**src/rtl/dit_pkg.sv**
```systemverilog
// Shared definitions for the 8-point DIT FFT frame sequencer.
// Holds frame geometry, default widths, FSM encoding and bit reversal.
package dit_pkg;

    localparam int N_POINTS   = 8;
    localparam int LOG2N      = 3;
    localparam int DW_IN_DEF  = 3;
    localparam int DW_OUT_DEF = 8;

    typedef enum logic [1:0] {
        LOAD,
        WAIT,
        SEL,
        DRAIN
    } state_t;

    function automatic logic [LOG2N-1:0] bitrev3(input logic [LOG2N-1:0] n);
        return {n[0], n[1], n[2]};
    endfunction

endpackage

```
**src/rtl/dit_frame_buf.sv**
```systemverilog
// 8-slot frame register file feeding the FFT core's parallel inputs.
// Slot k is presented at bits [k*DW +: DW] of the packed outputs.
module dit_frame_buf
    import dit_pkg::*;
#(
    parameter int DW = DW_IN_DEF
) (
    input  logic                   clk,
    input  logic                   rst,
    input  logic                   we,
    input  logic [LOG2N-1:0]       addr,
    input  logic [DW-1:0]          wr_re,
    input  logic [DW-1:0]          wr_im,
    output logic [N_POINTS*DW-1:0] xr,
    output logic [N_POINTS*DW-1:0] xi
);

    logic [N_POINTS-1:0][DW-1:0] re_q;
    logic [N_POINTS-1:0][DW-1:0] im_q;

    always_ff @(posedge clk or negedge rst) begin
        if (!rst) begin
            re_q <= '0;
            im_q <= '0;
        end else if (we) begin
            re_q[addr] <= wr_re;
            im_q[addr] <= wr_im;
        end
    end

    assign xr = re_q;
    assign xi = im_q;

endmodule

```
**src/rtl/dit_frame_ctrl.sv**
```systemverilog
// Frame sequencer for the 8-point DIT FFT core: load 8 samples, wait, stream bins.
// Define DIT_FRAME_CTRL_BITREV_LOAD_EN to store arrivals in bit-reversed slots.
module dit_frame_ctrl
    import dit_pkg::*;
#(
    parameter int DW_IN    = DW_IN_DEF,
    parameter int DW_OUT   = DW_OUT_DEF,
    parameter int CORE_LAT = 2,
    parameter int SEL_LAT  = 1
) (
    input  logic                      clk,
    input  logic                      rst,
    input  logic                      in_valid,
    output logic                      in_ready,
    input  logic [DW_IN-1:0]          in_re,
    input  logic [DW_IN-1:0]          in_im,
    output logic [N_POINTS*DW_IN-1:0] fft_xr,
    output logic [N_POINTS*DW_IN-1:0] fft_xi,
    output logic [LOG2N-1:0]          fft_sel,
    input  logic [DW_OUT-1:0]         fft_yr,
    input  logic [DW_OUT-1:0]         fft_yi,
    output logic                      out_valid,
    input  logic                      out_ready,
    output logic [DW_OUT-1:0]         out_re,
    output logic [DW_OUT-1:0]         out_im,
    output logic [LOG2N-1:0]          out_idx,
    output logic                      out_last,
    output logic                      busy
);

    localparam logic [3:0] WCNT_INIT = 4'(CORE_LAT - 1);
    localparam logic [1:0] SCNT_INIT = 2'(SEL_LAT);

    state_t            state, state_d;
    logic [LOG2N-1:0]  cnt, cnt_d;
    logic [3:0]        wcnt, wcnt_d;
    logic [1:0]        scnt, scnt_d;
    logic [LOG2N-1:0]  sel_d;
    logic              valid_d;
    logic              ready_d;
    logic [DW_OUT-1:0] re_d, im_d;
    logic [LOG2N-1:0]  idx_d;
    logic              last_d;
    logic              we;
    logic [LOG2N-1:0]  wr_addr;

`ifdef DIT_FRAME_CTRL_BITREV_LOAD_EN
    assign wr_addr = bitrev3(cnt);
`else
    assign wr_addr = cnt;
`endif

    dit_frame_buf #(
        .DW(DW_IN)
    ) u_buf (
        .clk   (clk),
        .rst   (rst),
        .we    (we),
        .addr  (wr_addr),
        .wr_re (in_re),
        .wr_im (in_im),
        .xr    (fft_xr),
        .xi    (fft_xi)
    );

    always_ff @(posedge clk or negedge rst) begin
        if (!rst) begin
            state     <= LOAD;
            cnt       <= '0;
            wcnt      <= '0;
            scnt      <= '0;
            fft_sel   <= '0;
            out_valid <= 1'b0;
            out_re    <= '0;
            out_im    <= '0;
            out_idx   <= '0;
            out_last  <= 1'b0;
            in_ready  <= 1'b0;
        end else begin
            state     <= state_d;
            cnt       <= cnt_d;
            wcnt      <= wcnt_d;
            scnt      <= scnt_d;
            fft_sel   <= sel_d;
            out_valid <= valid_d;
            out_re    <= re_d;
            out_im    <= im_d;
            out_idx   <= idx_d;
            out_last  <= last_d;
            in_ready  <= ready_d;
        end
    end

    always_comb begin
        state_d = state;
        cnt_d   = cnt;
        wcnt_d  = wcnt;
        scnt_d  = scnt;
        sel_d   = fft_sel;
        valid_d = out_valid;
        re_d    = out_re;
        im_d    = out_im;
        idx_d   = out_idx;
        last_d  = out_last;
        we      = 1'b0;
        unique case (state)
            LOAD: begin
                if (in_valid && in_ready) begin
                    we    = 1'b1;
                    cnt_d = cnt + 3'd1;
                    if (cnt == 3'd7) begin
                        state_d = WAIT;
                        wcnt_d  = WCNT_INIT;
                    end
                end
            end
            WAIT: begin
                if (wcnt == 4'd0) begin
                    state_d = SEL;
                    sel_d   = '0;
                    scnt_d  = SCNT_INIT;
                end else begin
                    wcnt_d = wcnt - 4'd1;
                end
            end
            SEL: begin
                if (scnt == 2'd0) begin
                    re_d    = fft_yr;
                    im_d    = fft_yi;
                    idx_d   = fft_sel;
                    last_d  = (fft_sel == 3'd7);
                    valid_d = 1'b1;
                    state_d = DRAIN;
                end else begin
                    scnt_d = scnt - 2'd1;
                end
            end
            DRAIN: begin
                // out_valid is always high here, so out_ready alone completes the handshake
                if (out_ready) begin
                    valid_d = 1'b0;
                    if (fft_sel == 3'd7) begin
                        state_d = LOAD;
                    end else begin
                        sel_d   = fft_sel + 3'd1;
                        scnt_d  = SCNT_INIT;
                        state_d = SEL;
                    end
                end
            end
            default: state_d = LOAD;
        endcase
        ready_d = (state_d == LOAD);
    end

    assign busy = !((state == LOAD) && (cnt == 3'd0));

endmodule

```
**config.mk**
```make
export PLATFORM = sky130hd
export DESIGN_NAME = dit_frame_ctrl
export DESIGN_NICKNAME = d
export VERILOG_FILES = /design/src/rtl/dit_pkg.sv /design/src/rtl/dit_frame_buf.sv /design/src/rtl/dit_frame_ctrl.sv
export SDC_FILE = /design/constraint.sdc
export NUM_CORES = 1
export LEC_CHECK = 0
export ABC_AREA = 1
export CORE_ASPECT_RATIO = 0.9
export CORE_MARGIN = 2
export CORE_UTILIZATION = 30
export CTS_CLUSTER_DIAMETER = 40
export DETAILED_ROUTE_END_ITERATION = 6
export PLACE_DENSITY = 0.55
export SYNTH_ARGS = -nofsm -noshare
export SYNTH_HDL_FRONTEND = slang
export SYNTH_SLANG_ARGS = --single-unit
export TNS_END_PERCENT = 20
```
**constraint.sdc**
```tcl
create_clock -name clk -period 4 [get_ports clk]
set_clock_uncertainty 0.05 [all_clocks]
set_input_delay 0.8 -clock clk [delete_from_list [all_inputs] [get_ports clk]]
set_output_delay 0.8 -clock clk [all_outputs]
set_load 0.02 [all_outputs]
```
Yosys cells after proc, flatten, opt, wreduce, memory -nomap -nowiden
Cells that the tools add are included.

$add $sub $neg: 4. $lt $le $gt $ge: 2. Equality and inequality tests: 13. Mux-type cells: 29. Reductions and logical operators: 19.

Operators with widths (count): $bwmux 24 (2); $mux 2 (10); $ne 2x2->1 const B (8); $mux 3 (4); $mux 4 (3); $demux 3 s3 (1); $pmux 2 s4 (1); $pmux 4 s2 (1); $reduce_and 4->1 (2); $add 3x1->3 const B (2); $eq 3x3->1 const B (2); $logic_not 2->1 (3); $pmux 2 s3 (1); $pmux 3 s2 (1); $reduce_bool 2->1 (3); $reduce_and 5->1 (1); $eq 2x2->1 const B (2); $logic_not 4->1 (1); $lt 3x4->1 const B (1); $mux 1 (4); $reduce_and 2->1 (2); $sub 4x1->4 const B (1); $ge 3x1->1 const B (1); $logic_and 1x1->1 (3); 7 further kinds (7).

Flip-flop bits (word level): 84. Output and inout bits: 74.

Longest topological paths before layout
Depth in word-level cells: 5. Gate-level depth with buffers: 8. Mapped depth without buffers: 8.

Cells and area by module
Synthesis repeated with hierarchy kept, for this count alone.

Cell total of the unflattened synthesis: 385. Area total of the unflattened synthesis: 3677.3 um^2.

By module, submodules not included: dit_frame_buf (times used 1, cells an instance 228, area each 1953.1 um^2, sequential area each 1201.2 um^2); dit_frame_ctrl (times used 1, cells an instance 157, area each 1724.2 um^2, sequential area each 900.9 um^2).

Worst setup path before layout
No wires, ideal clock.

Kind: register to output. From: register cnt[0]. To: output busy. Arrival: 0.948 ns. Data required time: 3.150 ns. Setup slack: 2.202 ns. Stages on the path, launching flop included: 4. Path through: dfrtp_1 inv_2 ha_1 nand3_1.

Cells in the longest elaborated chain, start to end: 3.

RTL lines: start: declaration (line dit_frame_ctrl.sv:35) `logic [LOG2N-1:0] cnt, cnt_d;`; start signal: assignment (line dit_frame_ctrl.sv:81) `cnt <= cnt_d;`; $logic_not 3->1 (line dit_frame_ctrl.sv:156) `assign busy = !((state == LOAD) && (cnt == 3'd0));`; $logic_and 1x1->1 (line dit_frame_ctrl.sv:156); $logic_not 1->1 (line dit_frame_ctrl.sv:156); end: declaration (line dit_frame_ctrl.sv:28) `output logic busy`.

Every way passes these cells.

Final worst setup path
Same ends and word-level chain as after synthesis.

==> impl_metrics.py <==
metrics = {
    "outcome": {
        "status": "complete, no violations",
    },
    "die": {
        "ios": 100,
        "die_h_um": 108,
        "rows": 38,
        "fp.dieArea_um2": 13000,
        "die_w_um": 120,
        "core_area_um2": 11900,
        "start_util": 0.303,
    },
    "global_routing": {
        "grt_pass1_wl_mm": 14.6,
        "antenna_found_initial": 0,
        "grt_start_max_net_pins": 85,
        "first_global_vias": 2845,
        "overflow": 0,
        "track_usage": 0.144,
    },
    "clock_network": {
        "holdBufCountCts": 0,
        "cts.sinks": 84,
        "clk_pin_slew_ns": 0.06,
        "clock-root-buffer": "clkbuf_16",
        "clk_path_buf_depth": 2,
        "cts_setup_buffers": 0,
        "cts_buffers": 9,
        "cts-htree-levels": 3,
        "clock_latency_ns": 0.33,
        "cts_resized": 0,
        "cts_tree": "yes",
    },
    "pwr": {
        "pwr_density_cell_nw_per_um2": 553,
        "p_leak_nw": 2.43,
        "finalPower_mw": 2.77,
        "peakVddDrop_mv": 0.232,
    },
    "sta": {
        "period_needed_ns": 2.73,
        "rsz0062_at_grt": "no",
        "relSlewSlack": 0.279,
        "setup_slack_ns": 1.27,
        "period_share": 0.683,
        "worstMarginPinSlew_ns": 1.08,
        "hold_ws_ns": 0.423,
        "fmax_mhz": 366,
        "hold_violations": 0,
        "finalSetupTns_ns": 0,
        "drv_slew": 0,
        "setup_violations": 0,
    },
    "synthesis": {
        "ys_warn_count": 0,
        "synthCells": 385,
        "synth_top_area_cell": "dfrtp_1",
        "synthTopCellsByArea": "dfrtp_1 58%, nand2_1 15%, o21ai_2 5.6%",
        "synth-seq-area-share": 0.581,
        "ys_seq_elements": 84,
        "syn_avg_cell_area_um2": 9.40,
        "synth_cell_types": 24,
        "synth_fp_nets": 419,
        "yosysTopAreaCellShare": 0.581,
        "syn-cell-area_um2": 3620,
    },
    "detailed_routing": {
        "wl_mm": 8.91,
        "viasPerCell": 4.42,
        "routedWlPerCell_um": 13.7,
        "via_count": 2871,
        "ant_nets": 0,
        "initialDrtViolationCount": 173,
        "drcViolationCount": 0,
        "first_pass_iters": 4,
    },
    "placement": {
        "place_ws_ns": 1.60,
        "port-buffer-count": 99,
        "gp_congestion": 0.796,
        "post-place-cells": 633,
        "dp.final_hpwl_mm": 6.12,
    },
    "setup_path": {
        "startpoint_type": "register",
        "crit_fanout": 8,
        "end_kind": "output port",
        "critPathRequiredTime_ns": 3.15,
        "timing_worst_setup_path_type": "reg2out",
        "cp.arrival_ns": 1.88,
    },
    "cells_and_area": {
        "drive_gt1_frac": 0.110,
        "final_cells": 649,
        "mostFrequentLayoutCells": "143 x nand2_1, 98 x clkdlybuf4s50_1, 84 x dfrtp_1",
        "final_common_cell": "nand2_1",
        "fillers": 1173,
        "num_antenna_cells": 0,
        "nets": 518,
        "areaGrowthSynthToFinish_pct": 38.1,
    },
    "hold_path": {
        "hold_class": "reg2reg",
    },
    "job": {
        "drv_cap": 0,
    },
}
worst paths after layout:
check / start / end / slack, ns / depth (start not counted)
worst max-delay path: cnt[0]$_DFFE_PN0P_ / busy / 1.27 / 4
worst min-delay path: u_buf.xr[4]$_DFFE_PN0P_ / u_buf.xr[4]$_DFFE_PN0P_ / 0.42 / 2
worst max register to register: scnt[0]$_DFFE_PN0P_ / in_ready$_DFF_PN0_ / 2.08 / 8
worst min register to register: u_buf.xr[4]$_DFFE_PN0P_ / u_buf.xr[4]$_DFFE_PN0P_ / 0.42 / 2
max in group asynchronous: rst / cnt[0]$_DFFE_PN0P_ / 2.60 / 1
min in group asynchronous: rst / out_im[2]$_DFFE_PN0P_ / 0.60 / 1
through the flow:
stage	utilization	instance area [um^2]
final	0.419	5000
after global routing	0.419	5000
after CTS	0.419	5000
after detailed placement	0.396	4720
after global placement	0.396	4720
after floorplan	-	3620
cell type report:
cell class / count / area [um^2] / share of cell area
inverter: 28 / 110 / 0.0220
sequential: 84 / 2100 / 0.421
multi-input combinational: 261 / 1310 / 0.263
tap: 160 / 200 / 0.0401
timing repair buffer: 100 / 996 / 0.199
clock inverter: 6 / 47.5 / 0.00951
clock buffer: 10 / 229 / 0.0458
cells in the mapped netlist (all sizes together):
master / instances
o21ai: 47
clkbuf: 2
inv: 28
a21oi: 1
nor2: 17
nand4: 5
nand3: 30
nor3: 1
ha: 8
xor2: 1
nand2: 150
xnor2: 1
dfrtp: 84
buf: 10
worst max-delay path: stages, from the launching register on:
cell,delay [ns]
dfrtp_1,0.52
inv_2,0.12
ha_1,0.21
nand3_1,0.09
clkdlybuf4s50_1,0.60
state kept, by name, indices dropped and copies added (netlist names), 3 cells and up:
name and count:
out_re 8, out_im 8, wcnt 4, fft_sel 3, out_idx 3, u_buf.xr 24, u_buf.xi 24, cnt 3
report_power, final:
group          total (mW)  leakage, nW  internal [mW]  switching (mW)
sequential           1.10         1.11          0.995           0.102
combinational       0.894         1.19          0.362           0.532
clock               0.774        0.133          0.426           0.348
layer usage:
metal | GRT usage | wire length, um | vias to the layer above | part of all wire
met5 | 0 | 0 | - | 0
li1 | - | - | 1427 | -
met3 | 0.0543 | 676 | 9 | 0.076
met2 | 0.225 | 3980 | 84 | 0.45
met1 | 0.189 | 4170 | 1351 | 0.47
met4 | 0.0370 | 76 | 0 | 0.0085
cells by family (layout without fill, tap and decap cells):
kind of cell             count (synthesis)  in the layout  share of synthesized area
AND/OR/NAND/NOR                        203            203                      0.240
flip-flops                              84             84                      0.581
AO/OA/AOI/OAI                           48             48                     0.0902
buffers and inverters                   40            144                     0.0563
adder cells (fa/ha/maj)                  8              8                     0.0277
XOR/XNOR                                 2              2                    0.00484
No activity file was read; power rests on OpenSTA's default activity.
